File: config.mk
export PLATFORM = sky130hd
export DESIGN_NAME = pipe_hazard_ctrl
export DESIGN_NICKNAME = d
export VERILOG_FILES = /design/src/rtl/pipe_hazard_ctrl.sv
export SDC_FILE = /design/constraint.sdc
export NUM_CORES = 1
export LEC_CHECK = 0
export BUFFER_PORTS_ARGS = -buffer_cell sky130_fd_sc_hd__buf_2
export CAP_MARGIN = 10
export CORE_MARGIN = 5
export CORE_UTILIZATION = 38
export DETAILED_ROUTE_END_ITERATION = 10
export PLACE_DENSITY = 0.86
export RECOVER_POWER = 100
export SLEW_MARGIN = 40
export SYNTH_ARGS = -nofsm -noshare
export SYNTH_HDL_FRONTEND = slang
export SYNTH_SLANG_ARGS = --single-unit
File: constraint.sdc
create_clock -name clk -period 2.9 [get_ports clk]
set_input_delay 0.145 -clock clk [delete_from_list [all_inputs] [get_ports clk]]
set_output_delay 0.145 -clock clk [all_outputs]
set_load 0.02 [all_outputs]
File: src/rtl/pipe_hazard_ctrl.sv
// pipe_hazard_ctrl -- pipeline sequencer for the 5-stage MIPS core.
//
// Purpose:
//   Generates the PC write enable, IF/ID load/flush, ID/EX bubble and global
//   freeze controls. It detects load-use and branch-in-ID data hazards and
//   schedules 1..3 cycle stalls through a registered 2-bit stall counter. It
//   flushes IF/ID on taken branches and jumps. It freezes the whole pipe while
//   data memory is busy. It bubbles IF/ID while instruction memory is busy.
//
// Per-cycle priority, highest first:
//   reset > freeze > stall > redirect > fetch wait > normal
//
// Optional feature:
//   HAZ_PERF_CNT_EN -- when defined, saturating stall and flush event
//   counters are built. When undefined, perf_stall and perf_flush read 0.
//
// Ports:
//   clk, rst        clock; synchronous active-high reset
//   id_rs, id_rt    source registers of the instruction in ID
//   id_uses_rt      the ID instruction reads rt
//   id_branch       the ID instruction is a conditional branch
//   branch_taken    branch comparator result
//   id_jump         the ID instruction is j/jal/jr
//   ex_mem_read     the EX instruction is a load
//   ex_reg_write    the EX instruction writes a register
//   ex_dst          destination register of the EX instruction
//   mem_mem_read    the MEM instruction is a load
//   mem_dst         destination register of the MEM instruction
//   imem_ready      fetch data valid
//   dmem_ready      data access complete
//   pc_load         PC write enable
//   ifid_load       IF/ID load enable
//   ifid_flush      IF/ID clear
//   idex_bubble     ID/EX NOP insert
//   pipe_freeze     global hold
//   stall_active    stall counter nonzero
//   perf_stall      stall cycle count
//   perf_flush      redirect count
module pipe_hazard_ctrl #(
  parameter int unsigned REG_AW        = 5,
  parameter int unsigned LOAD_BR_STALL = 2,
  parameter int unsigned CNT_W         = 32
) (
  input  logic              clk,
  input  logic              rst,
  input  logic [REG_AW-1:0] id_rs,
  input  logic [REG_AW-1:0] id_rt,
  input  logic              id_uses_rt,
  input  logic              id_branch,
  input  logic              branch_taken,
  input  logic              id_jump,
  input  logic              ex_mem_read,
  input  logic              ex_reg_write,
  input  logic [REG_AW-1:0] ex_dst,
  input  logic              mem_mem_read,
  input  logic [REG_AW-1:0] mem_dst,
  input  logic              imem_ready,
  input  logic              dmem_ready,
  output logic              pc_load,
  output logic              ifid_load,
  output logic              ifid_flush,
  output logic              idex_bubble,
  output logic              pipe_freeze,
  output logic              stall_active,
  output logic [CNT_W-1:0]  perf_stall,
  output logic [CNT_W-1:0]  perf_flush
);

  localparam logic [1:0] LB_STALL = 2'(LOAD_BR_STALL);

  typedef enum logic [2:0] {
    M_RESET,
    M_FREEZE,
    M_STALL,
    M_REDIRECT,
    M_FETCH_WAIT,
    M_NORMAL
  } mode_t;

  mode_t      mode;
  logic [1:0] cnt;
  logic [1:0] need;
  logic       ex_hit;
  logic       mem_hit;

  // A producer matches when it targets a nonzero register read by ID.
  // Register r0 is hard-wired to zero, so it never creates a hazard.
  assign ex_hit  = (ex_dst != '0) &&
                   ((ex_dst == id_rs) || (id_uses_rt && (ex_dst == id_rt)));
  assign mem_hit = (mem_dst != '0) &&
                   ((mem_dst == id_rs) || (id_uses_rt && (mem_dst == id_rt)));

  // Required stall length is the largest matching term.
  // LB_STALL is at least 1, so applying it last yields the maximum.
  always_comb begin
    need = '0;
    if (ex_mem_read && ex_hit)                need = 2'd1;
    if (id_branch && ex_reg_write && ex_hit)  need = 2'd1;
    if (id_branch && mem_mem_read && mem_hit) need = 2'd1;
    if (id_branch && ex_mem_read && ex_hit)   need = LB_STALL;
  end

  // The memory stage only drops dmem_ready while an access is in flight.
  // A low dmem_ready is therefore always a real wait.
  always_comb begin
    mode = M_NORMAL;
    if (rst)                                       mode = M_RESET;
    else if (!dmem_ready)                          mode = M_FREEZE;
    else if ((cnt != '0) || (need != '0))          mode = M_STALL;
    else if (id_jump || (id_branch && branch_taken)) mode = M_REDIRECT;
    else if (!imem_ready)                          mode = M_FETCH_WAIT;
  end

  // While the counter is nonzero, hazard detection is masked.
  // The counter simply runs down to zero.
  always_ff @(posedge clk) begin
    case (mode)
      M_RESET:  cnt <= '0;
      M_FREEZE: cnt <= cnt;
      M_STALL:  cnt <= (cnt != '0) ? cnt - 2'd1 : need - 2'd1;
      default:  cnt <= '0;
    endcase
  end

  always_comb begin
    pc_load     = 1'b0;
    ifid_load   = 1'b0;
    ifid_flush  = 1'b0;
    idex_bubble = 1'b0;
    pipe_freeze = 1'b0;
    case (mode)
      M_RESET: begin
        ifid_flush  = 1'b1;
        idex_bubble = 1'b1;
      end
      M_FREEZE: pipe_freeze = 1'b1;
      M_STALL:  idex_bubble = 1'b1;
      M_REDIRECT: begin
        pc_load    = 1'b1;
        ifid_load  = 1'b1;
        ifid_flush = 1'b1;
      end
      // IF/ID captures a flushed slot so downstream keeps advancing.
      M_FETCH_WAIT: begin
        ifid_load  = 1'b1;
        ifid_flush = 1'b1;
      end
      default: begin
        pc_load   = 1'b1;
        ifid_load = 1'b1;
      end
    endcase
  end

  assign stall_active = !rst && (cnt != '0);

`ifdef HAZ_PERF_CNT_EN
  always_ff @(posedge clk) begin
    if (rst) begin
      perf_stall <= '0;
      perf_flush <= '0;
    end else begin
      if ((mode == M_STALL) && (perf_stall != '1))    perf_stall <= perf_stall + 1'b1;
      if ((mode == M_REDIRECT) && (perf_flush != '1)) perf_flush <= perf_flush + 1'b1;
    end
  end
`else
  assign perf_stall = '0;
  assign perf_flush = '0;
`endif

endmodule

* Word-level counts from Yosys, hierarchy flattened *
Cells that the tools add are included.

storage, ports and cells
  bits in registers = 2

operators by class
  $add $sub $neg = 2
  equality and inequality tests = 8
  mux-type cells = 16
  reduce and logical (&&, ||, !) cells = 27

operators with widths
  operator               count
  $eq A5 B5 Y1           4
  $logic_and A1 B1 Y1    13
  $mux W3                4
  $reduce_bool A5 Y1     2
  $mux W2                4
  $mux W1                7
  $eq A3 B2 Y1 const B   2
  $reduce_or A3 Y1       2
  $logic_or A1 B1 Y1     4
  $pmux W2 S2            1
  $reduce_bool A2 Y1     2
  $reduce_or A4 Y1       1
  $sub A2 B1 Y2 const B  2
  $eq A3 B1 Y1 const B   1
  $eq A3 B3 Y1 const B   1
  $logic_not A3 Y1       1
  $reduce_or A2 Y1       1
  $logic_not A1 Y1       1

* Depth between registers and ports, before layout *
  depth after elaboration = 17
  depth in mapped cells = 5
  depth with buffers taken out = 5

* Worst setup path after synthesis *
OpenSTA, ideal clock, no wires.

  path type = input to output
  start point = input port mem_dst[1]
  end point = output port pc_load
  arrival time = 1486 ps
  setup slack = 1269 ps
  stages = 4
  path buffers = 0
  cells stage by stage = or4_1 > nor2_1 > o31ai_2 > a2111oi_2

between the ends
  longest elaborated chain between the ends = 15
  elaborated cells on any way between the ends = 20

ends and longest elaborated chain
  what                                   RTL line  text
  start, declared                        56        input logic [REG_AW-1:0] mem_dst,
  $eq A5 B5 Y1                           91        ((mem_dst == id_rs) || (id_uses_rt && (mem_dst == id_rt)));
  $logic_and A1 B1 Y1                    91
  $logic_or A1 B1 Y1                     91
  $logic_and A1 B1 Y1 (*)                90        assign mem_hit = (mem_dst != '0) &&
  $logic_and A1 B1 Y1 (*)                99        if (id_branch && mem_mem_read && mem_hit) need = 2'd1;
  $mux W2 (*)                            99
  $mux W2 (*)                            100       if (id_branch && ex_mem_read && ex_hit) need = LB_STALL;
  $reduce_bool A2 Y1 (*)                 109       else if ((cnt != '0) || (need != '0)) mode = M_STALL;
  $logic_or A1 B1 Y1 (*)                 109
  $mux W3 (*)                            109
  $mux W3 (*)                            108       else if (!dmem_ready) mode = M_FREEZE;
  $mux W3 (*)                            107       if (rst) mode = M_RESET;
  $eq A3 B1 Y1 (tied with other cells)   131       case (mode)
  $reduce_or A4 Y1 (no source line) (*)  -
  $mux W1 (*)                            131
  end, declared                          59        output logic pc_load,

Mark *: on every way between the ends. The rest lies on a longest branch, timed or not.

* Worst setup path in the final report *
  start point = input port id_rt[3]
  end point = output port idex_bubble

between the ends
  longest elaborated chain between the ends = 17
  elaborated cells on any way between the ends = 25

ends and longest elaborated chain
  what                                              RTL line  text
  start, declared                                   47        input logic [REG_AW-1:0] id_rt,
  $eq A5 B5 Y1                                      89        ((ex_dst == id_rs) || (id_uses_rt && (ex_dst == id_rt)));
  $logic_and A1 B1 Y1                               89
  $logic_or A1 B1 Y1                                89
  $logic_and A1 B1 Y1                               88        assign ex_hit = (ex_dst != '0) &&
  $logic_and A1 B1 Y1                               97        if (ex_mem_read && ex_hit) need = 2'd1;
  $mux W1                                           97
  $mux W2                                           98        if (id_branch && ex_reg_write && ex_hit) need = 2'd1;
  $mux W2                                           99
  $mux W2 (*)                                       100
  $reduce_bool A2 Y1 (*)                            109
  $logic_or A1 B1 Y1 (*)                            109
  $mux W3 (*)                                       109
  $mux W3 (*)                                       108
  $mux W3 (*)                                       107
  $eq A3 B2 Y1 or $logic_not A3 Y1 (tied branches)  131
  $reduce_or A2 Y1 (no source line) (*)             -
  $mux W1 (*)                                       131
  end, declared                                     62        output logic idex_bubble,

Marks and branches as above.

==> results.py <==
metrics = {
    "power": {
        "share_comb_of_total_power_pct": 61.8,
        "power_density_mw_per_mm2": 283,
        "ir_worst_vdd_v": 0.000124,
        "switching_power_uw": 144,
        "seq_power_share_pct": 13.3,
        "swShare_pct": 55.0,
        "internal_power_uw": 118,
        "p_clk_share_pct": 24.9,
        "p_leak_uw": 0.000529,
    },
    "timing": {
        "rsz0062_at_grt": "no",
        "slew_viol_final": 0,
        "setup_viol": 0,
        "fin_ws_ns": 0.981,
        "fin_tns_setup_ns": 0,
        "finalCritPeriodShare_pct": 66.2,
        "fin_skew_ns": 0.00309,
        "final-hold-violation-count": 0,
        "fmax_mhz": 521,
        "fin_crit_ns": 1.92,
        "tightest_slew_ns": 0.548,
        "timing.slew.headroom_pct": 63.2,
        "whs_ns": 0.296,
    },
    "final_layout": {
        "largest_register_ffs": 2,
        "drive_above_1_share_pct": 20.6,
        "top_regs": "cnt: 2 flops",
        "antenna_cells": 0,
        "nNetsFinal": 198,
        "area_delta_synth_final_pct": -1.86,
        "top_register": "cnt",
    },
    "detailed_routing": {
        "drc": 0,
        "dr.pass1.iters": 3,
        "wire_per_inst_um": 10.3,
        "totalWireLength_mm": 2.01,
        "first_iter_violations": 11,
        "viasPerCell": 3.81,
        "ant_nets": 0,
        "num_vias": 743,
    },
    "setup_path": {
        "worstReg2RegEnd": "cnt[0]",
        "worstPathRequired_ns": 2.76,
        "end_kind": "output pin",
        "cp_max_fo": 4,
        "r2r_slack_ns": 2.01,
        "worstRegToRegCells": 3,
        "path_class": "in2out",
        "reg2reg_from": "cnt[1]",
        "critPathArrivalTime_ns": 1.77,
        "start_kind": "input pin",
    },
    "hold_path": {
        "hold-path-cell-count": 3,
        "min-delay-start": "rst",
        "min_to": "cnt[1]",
        "hp-class": "in2reg",
    },
    "clock_network": {
        "clk_latency_ns": 0.23,
        "post-cts-setup-buffers": 0,
        "cts_tree": "yes",
        "htree_levels": 1,
        "clk_pin_slew_ns": 0.03,
        "cts_root_buf": "clkbuf_4",
        "clock_sinks": 2,
        "cts_buffers": 3,
        "cts_hold_buf": 0,
        "cts_resized": 0,
        "max-clock-path-buffers": 2,
    },
    "die": {
        "rows": 18,
        "pin_count": 101,
        "die_area_mm2": 0.00358,
        "die_h_um": 59.8,
        "placeableCoreArea_mm2": 0.00243,
        "start_util_pct": 38.7,
        "die-width_um": 59.8,
    },
    "synthesis": {
        "synth-seq-cells": 2,
        "synth_cells": 127,
        "netlist_area_um2": 942,
        "avgSynthCellArea_um2": 7.42,
        "yosysUniqueCellTypes": 20,
        "yosysSeqAreaShare_pct": 6.37,
        "yosysWarnings": 0,
    },
    "placed_design": {
        "gp_congestion": 0.770,
        "dpl_worst_slack_ns": 1.12,
        "io_buffers": 36,
        "dp_hpwl_mm": 1.86,
    },
    "global_routing": {
        "grt_pass1_vias": 655,
        "antenna_found_initial": 0,
        "groute.usage.overall_pct": 9.03,
        "overflow": 0,
        "grt_start_max_net_pins": 6,
        "grt_first_pass_wirelength_mm": 2.42,
    },
    "outcome": {
        "status": "finished clean",
    },
    "flow_run": {
        "maxCapViolCount": 0,
    },
}
==> critical path: stages <==
cell     delay [ns]
buf_2          0.12
xor2_1         0.17
nor4_2         0.27
a32oi_1        0.14
o31ai_1        0.52
a221o_1        0.24
buf_2          0.16
==> routing by layer <==
layer | part of all wire (%) | up-vias | track usage (%) | routed length (um)
li1 | - | 358 | - | -
met1 | 29 | 322 | 8.33 | 584
met2 | 51 | 58 | 16.2 | 1020
met3 | 18 | 5 | 3.67 | 365
met4 | 2.1 | 0 | 5.70 | 42
met5 | 0 | - | 0 | 0
==> stage by stage <==
stage	cells	area, um^2	power [uW]	utilization [%]
5_1_grt	195	925	286	38.0
2_1_floorplan	190	1180	219	-
3_3_place_gp	192	916	194	37.7
6_report	195	925	261	38.0
4_1_cts	195	938	267	38.6
3_5_place_dp	192	916	197	37.7
==> cell families after synthesis <==
group	after synthesis	synth area share, %
xor gates and xnor gates	20	18.6
buffers and inverters	69	53.0
DFF	2	6.37
AOI/OAI and AO/OA	9	8.63
other	1	0.398
and+or+nand+nor	26	13.0
==> how the worst max path moves through the flow <==
| stage | start | end | cells after the start |
|---|---|---|---|
| 2_1_floorplan | mem_dst[1] | pc_load | 4 |
| 3_3_place_gp | id_rt[3] | idex_bubble | 7 |
| 3_5_place_dp | id_rt[3] | idex_bubble | 7 |
| 4_1_cts | id_rt[3] | idex_bubble | 7 |
| 5_1_grt | id_rt[3] | idex_bubble | 7 |
| 6_report | id_rt[3] | idex_bubble | 7 |
==> layout by cell type, fill, tap and decap left out <==
cell type / instances
a2111oi_2: 1
a21oi_1: 2
a221o_1: 1
a32oi_1: 2
buf_2: 29
clkbuf_1: 7
clkbuf_4: 3
conb_1: 64
edfxtp_1: 2
inv_1: 5
nand2_1: 7
nor2_1: 9
nor2b_1: 1
nor3_1: 6
nor4_1: 1
nor4_2: 1
o31a_1: 1
o31ai_1: 2
or4_1: 1
xnor2_1: 2
xor2_1: 18
==> layout make-up <==
type,instances,area [um^2]
fillers,304,1510
multi-input cells,119,614
repair buffers,36,171
flip-flops and latches,2,60.1
well taps,30,37.5
clock buffers,3,22.5
inverters,5,18.8
==> cell usage after synthesis <==
cell | n | area share, %
a2111oi_2 | 1 | 1.6
a21oi_1 | 2 | 1.1
a221o_1 | 1 | 1.1
a32oi_1 | 2 | 1.9
buf_4 | 64 | 51
conb_1 | 1 | 0.40
edfxtp_1 | 2 | 6.4
inv_1 | 5 | 2.0
nand2_1 | 7 | 2.8
nor2_1 | 9 | 3.6
nor2b_1 | 1 | 0.66
nor3_1 | 6 | 3.2
nor4_1 | 1 | 0.66
nor4_2 | 1 | 1.3
o31a_1 | 1 | 0.93
o31ai_1 | 1 | 0.80
o31ai_2 | 1 | 1.3
or4_1 | 1 | 0.80
xnor2_1 | 2 | 1.9
xor2_1 | 18 | 17
==> power by group through the flow <==
stage,sequential (uW),combinational [uW],clock (uW)
floorplan,34.8,184,0
global placement,35.0,159,0
detailed placement,35.1,162,0
CTS,34.7,162,70.6
global route,34.8,176,75.6
finish,34.7,162,65.0
Power figures use the tool's default switching activity.
